## config.mk

```make
export PLATFORM = sky130hd
export DESIGN_NAME = tx_frame_ctrl
export DESIGN_NICKNAME = d
export VERILOG_FILES = /design/src/rtl/tx_frame_ctrl.sv
export SDC_FILE = /design/constraint.sdc
export NUM_CORES = 1
export LEC_CHECK = 0
export BUFFER_PORTS_ARGS = -buffer_cell sky130_fd_sc_hd__buf_2
export CAP_MARGIN = 20
export CELL_PAD_IN_SITES_DETAIL_PLACEMENT = 0
export CELL_PAD_IN_SITES_GLOBAL_PLACEMENT = 1
export CORE_MARGIN = 3
export CORE_UTILIZATION = 36
export DETAILED_ROUTE_END_ITERATION = 10
export PLACE_DENSITY_LB_ADDON = 0.1
export SETUP_SLACK_MARGIN = 0.05
export SYNTH_ARGS = -nofsm -noshare
export SYNTH_HDL_FRONTEND = slang
export SYNTH_SLANG_ARGS = --single-unit
export TNS_END_PERCENT = 100
```

## constraint.sdc

```tcl
create_clock -name clk -period 1.8 [get_ports clk]
set_input_delay 0.36 -clock clk [delete_from_list [all_inputs] [get_ports clk]]
set_output_delay 0.36 -clock clk [all_outputs]
set_load 0.01 [all_outputs]
```

## src/rtl/tx_frame_ctrl.sv

```systemverilog
// tx_frame_ctrl -- byte framing controller for a downstream 9-bit MSB-first
// parallel-to-serial shifter.
//
// A byte accepted in IDLE is held in an internal register and presented as a
// 9-bit word: {byte[7:0], tail}. The controller strobes load_enable once and
// then emits one shift_enable per bit period for the eight data bits. A ninth
// bit period covers the tail bit, after which tx_done pulses for one cycle.
//
// Frame length from the LOAD cycle to the last SEND cycle is 1 + 9*BIT_PERIOD
// clocks. A new byte can be taken at the earliest in the cycle after DONE.
//
// Build option:
//   TX_FRAME_PARITY_EN  defined   -> tail bit = even parity (XOR of the byte)
//   TX_FRAME_PARITY_EN  undefined -> tail bit = constant 1 (stop marker)
//
// Reset: n_rst is synchronous and active-high. An asserted reset aborts any
// frame in progress without a tx_done pulse, and data_valid is ignored in that
// cycle.

module tx_frame_ctrl #(
    parameter int BIT_PERIOD = 10   // clocks per transmitted bit, 2..1023
) (
    input  logic       clk,
    input  logic       n_rst,
    input  logic [7:0] data_in,
    input  logic       data_valid,
    output logic       data_ready,
    output logic [8:0] parallel_out,
    output logic       load_enable,
    output logic       shift_enable,
    output logic       busy,
    output logic       tx_done
);

    // Timer only has to reach BIT_PERIOD-1, so ceil(log2(BIT_PERIOD)) bits
    // suffice for every legal BIT_PERIOD.
    localparam int                 TIMER_W    = $clog2(BIT_PERIOD);
    localparam logic [TIMER_W-1:0] TIMER_LAST = TIMER_W'(BIT_PERIOD - 1);

    // Bit slots 0..7 carry data and get a shift strobe; slot 8 is the tail
    // bit, which is already in the shifter's last position and only needs
    // its bit period to elapse.
    localparam logic [3:0] TAIL_SLOT = 4'd8;

    typedef enum logic [1:0] {
        IDLE = 2'd0,
        LOAD = 2'd1,
        SEND = 2'd2,
        DONE = 2'd3
    } state_t;

    state_t             state_q;
    state_t             state_d;
    logic [TIMER_W-1:0] timer_q;
    logic [TIMER_W-1:0] timer_d;
    logic [3:0]         bit_cnt_q;
    logic [3:0]         bit_cnt_d;
    logic [7:0]         byte_q;
    logic               capture;
    logic               bit_end;
    logic               tail_bit;

    // Last clock of the current bit period.
    assign bit_end = (timer_q == TIMER_LAST);

    // State, bit timer and bit counter registers.
    always_ff @(posedge clk) begin
        // NOTE: non-blocking assignments so every register updates from the
        // values that existed before the edge, independent of statement order.
        if (n_rst) begin
            state_q   <= IDLE;
            timer_q   <= '0;
            bit_cnt_q <= '0;
        end else begin
            state_q   <= state_d;
            timer_q   <= timer_d;
            bit_cnt_q <= bit_cnt_d;
        end
    end

    // Captured byte: loaded only on an accepted handshake in IDLE, so it is
    // stable from LOAD through DONE and data_valid mid-frame has no effect.
    always_ff @(posedge clk) begin
        // NOTE: the byte register is reset too, so parallel_out is a known
        // value right after reset instead of whatever was left from before.
        if (n_rst) begin
            byte_q <= '0;
        end else if (capture) begin
            byte_q <= data_in;
        end
    end

    // Next-state, counter update and strobe decode.
    always_comb begin
        // NOTE: every signal written here gets a default first, so no branch
        // can leave one unassigned and infer a latch.
        state_d      = state_q;
        timer_d      = timer_q;
        bit_cnt_d    = bit_cnt_q;
        capture      = 1'b0;
        data_ready   = 1'b0;
        busy         = 1'b0;
        load_enable  = 1'b0;
        shift_enable = 1'b0;
        tx_done      = 1'b0;

        unique case (state_q)
            IDLE: begin
                data_ready = 1'b1;
                if (data_valid) begin
                    capture = 1'b1;
                    state_d = LOAD;
                end
            end

            LOAD: begin
                busy        = 1'b1;
                load_enable = 1'b1;
                timer_d     = '0;
                bit_cnt_d   = '0;
                state_d     = SEND;
            end

            SEND: begin
                busy = 1'b1;
                if (bit_end) begin
                    timer_d = '0;
                    if (bit_cnt_q == TAIL_SLOT) begin
                        // Tail bit period finished: no shift, frame ends.
                        state_d = DONE;
                    end else begin
                        // One strobe per data bit, at the end of its period.
                        shift_enable = 1'b1;
                        bit_cnt_d    = bit_cnt_q + 4'd1;
                    end
                end else begin
                    timer_d = timer_q + TIMER_W'(1);
                end
            end

            DONE: begin
                busy    = 1'b1;
                tx_done = 1'b1;
                state_d = IDLE;
            end

            default: begin
                state_d = IDLE;
            end
        endcase
    end

`ifdef TX_FRAME_PARITY_EN
    // Even parity over the captured byte: the 9-bit word has an even number
    // of ones.
    assign tail_bit = ^byte_q;
`else
    // Constant stop marker, independent of reset and of the captured byte.
    assign tail_bit = 1'b1;
`endif

    // Word for the MSB-first shifter: data bits first, tail bit last.
    assign parallel_out = {byte_q, tail_bit};

endmodule

```

==> results.tsv <==
stage	metric	value	unit
global_routing	grt_pass1_vias	678	
logic_synthesis	synth_area_per_cell	8.52	um^2
drt	drtIter0Drc	20	
hold_path	hold_path.class	in2reg	
critical_path	reg2reg_to	bit_cnt_q[1]$_SDFFE_PP0P_	
place	dp_hpwl	1.40	mm
power	p_leak	0.506	nW
critical_path	cp.depth	6	
drt	vias	785	
timing	final.setup.tns	0	ns
place	portBuffers	23	
critical_path	worstSetupPathType	reg2out	
drt	vias_per_cell	4.91	
logic_synthesis	synth_top_area_share	40.3	%
critical_path	reg2reg_depth	8	
critical_path	arrival	1.35	ns
logic_synthesis	yosys-top-cells-area	dfxtp_1 (40%), ha_1 (13%), nand3_1 (5.6%)	
power	p_total	1.43	mW
power	power_density	1260	nW/um^2
clocking	cts_max_level	1	
die	design.core.area	2280	um^2
outcome	outcome	completed	
final_layout	nets	153	
clocking	cts_made_buffers	3	
die	die-area	3120	um^2
clocking	cts_tree	built	
drt	ant_nets	0	
run	max-cap-violations	0	
global_routing	grt_pass1_wl	3.09	mm
critical_path	cp-start-kind	flop	
clocking	cts_buffer_depth	2	
die	initial_core_util	39.3	%
critical_path	slowest_stage	dfxtp_4	
place	dpl.cell_count	152	
timing	drv_slew	0	
logic_synthesis	syn-instance-count	105	
place	dp_slack	0.251	ns
die	rows	17	
timing	fin_ws	0.0910	ns
timing	clock.fmax	585	MHz
logic_synthesis	yosysUniqueCellTypes	31	
global_routing	antenna_found_initial	0	
global_routing	grt_usage	12.3	%
clocking	cts_sinks	18	
critical_path	startpoint	bit_cnt_q[0]$_SDFFE_PP0P_	
logic_synthesis	yosysWarnings	0	
critical_path	r2r_slack	0.34	ns
power	ir_worst_vdd	702	uV
global_routing	grt-ovfl-total	0	
place	place_congestion	0.758	
critical_path	reg2reg_from	bit_cnt_q[0]$_SDFFE_PP0P_	
logic_synthesis	syn-num-nets	125	
clocking	clock_latency	0.30	ns
global_routing	grt_max_degree	17	
critical_path	cp_slowest_stage_delay	0.38	ns
final_layout	final_cell_count_no_fill	160	
timing	rsz0062_at_grt	true	
timing	fin_crit	1.71	ns
drt	routedWlPerCell	12.1	um
timing	finalClockSkew	0.00405	ns
drt	drt_pre_antenna_iters	4	
logic_synthesis	synth-seq-area-share	40.3	%
drt	drc	0	
critical_path	required	1.44	ns
critical_path	crit_end	shift_enable	
final_layout	syn2layout_area_growth	26.6	%
timing	finalHoldViolations	0	
final_layout	seq_area	369	um^2
final_layout	drive_above_1_share	34.8	%
clocking	clk_pin_slew	0.11	ns
die	die_w	55.9	um
final_layout	nFillCells	235	
final_layout	multi_input_area	513	um^2
timing	setup_viol	0	
logic_synthesis	synth_top_area_cell	dfxtp_1	
drt	wl	1.93	mm
die	io_pins	25	
critical_path	cp-end-kind	output port	
timing	period_share	94.9	%
die	die_h	55.9	um
clocking	root_buffer	clkbuf_4	
critical_path	cp_max_fo	5	
final_layout	n_antenna_cell	0	
critical_path	crit_buf_inv	3	
critical_path	crit_chain	inv_2 > ha_4 > nand2_2 > o211ai_1 > inv_1 > buf_2	
critical_path	crit_family	flip-flops	
logic_synthesis	syn-cell-area	895	um^2
logic_synthesis	synth_seq_cells	18	
==> worst min-delay path, delay by kind of cell <==
kind            cells  cell delay [ns]
buf+inv             1             0.09
simple gates        1             0.05
compound gates      1             0.05
==> report_power, final <==
part | internal, mW | switching (mW) | total [mW]
clock | 0.123 | 0.135 | 0.259
sequential | 0.471 | 0.0456 | 0.517
combinational | 0.274 | 0.381 | 0.655
==> layout by cell type, fill, tap and decap left out, types with 2 or more instances in the layout <==
cell type,instances
nor2_1,8
inv_2,3
dfxtp_2,4
a21oi_1,9
buf_4,5
nand2_1,12
buf_2,23
ha_1,6
dfxtp_1,13
nand4_1,3
xnor2_1,2
nand3_1,10
ha_4,2
clkbuf_4,3
xor2_1,2
inv_1,4
nand2b_1,2
==> layer usage <==
metal,up-vias,track usage [%],part of all wire [%]
met4,0,5.08,0.88
met3,2,2.09,3.9
met2,20,17.4,45
met1,359,18.3,50
met5,-,0,0
li1,404,-,-
==> synthesized netlist by cell type <==
cell type,number
and3b_1,1
nand4_1,3
a21oi_1,9
nor2_1,8
inv_1,7
buf_2,2
nand3_1,10
and2_1,1
clkbuf_1,2
o31ai_1,1
xnor2_1,2
mux2i_1,1
o21a_1,1
or3_1,1
o211ai_1,1
nor3b_1,1
buf_4,1
and3_1,1
a21o_1,1
nand2b_1,2
a211oi_2,1
dfxtp_1,18
a21oi_2,1
nand2_1,13
nand3b_1,1
nand4b_1,1
a31o_1,1
o21ai_1,1
conb_1,1
ha_1,9
xor2_1,2
==> final cells by class <==
cell class,count,share of cell area [%]
clock buffers,4,3.20
inverters,7,2.32
multi-input cells,75,45.3
flip-flops and latches,18,32.6
well taps,28,3.09
repair buffers,28,13.5
==> flip-flops by register name, indices dropped and copies added, names as in the netlist <==
signal     cells
byte_q         8
state_q        2
bit_cnt_q      4
timer_q        4
==> cells by family after synthesis <==
logic type / count (synthesis) / synth area share, %
other: 1 / 0.419
xor gates and xnor gates: 4 / 3.92
adders and majority gates: 9 / 12.6
AOI/OAI and AO/OA: 17 / 12.3
and+or+nand+nor: 43 / 23.6
buffers and inverters: 12 / 5.74
muxes: 1 / 1.12
DFF: 18 / 40.3
==> stage by stage <==
| step | util (%) | instance area, um^2 | hold WS, ns |
|---|---|---|---|
| global placement | 45.1 | 1030 | 0.439 |
| CTS | 47.9 | 1090 | 0.292 |
| detailed placement | 45.1 | 1030 | 0.449 |
| floorplan | - | 895 | 0.429 |
| finish | 49.8 | 1130 | 0.298 |
| global route | 49.8 | 1130 | 0.297 |
==> worst min-delay path by stage <==
stage,start,to,slack [ns],depth (start not counted)
finish,data_in[5],byte_q[5]$_SDFFE_PP0P_,0.30,3
global route,data_in[4],byte_q[4]$_SDFFE_PP0P_,0.30,3
CTS,data_in[5],byte_q[5]$_SDFFE_PP0P_,0.29,3
detailed placement,byte_q[7]$_SDFFE_PP0P_,byte_q[7]$_SDFFE_PP0P_,0.45,2
global placement,byte_q[3]$_SDFFE_PP0P_,byte_q[3]$_SDFFE_PP0P_,0.44,2
floorplan,n_rst,byte_q[6]$_SDFFE_PP0P_,0.43,1
==> timing repair <==
| action | in CTS | in global routing |
|---|---|---|
| endpoints found under the setup margin | 1 | 1 |
| gates cloned | 0 | 0 |
| pin swaps | 0 | 2 |
| gates resized for setup | 3 | 12 |
| hold buffers | 0 | 0 |
| setup buffers | 3 | 1 |
Power figures use the tool's default switching activity.
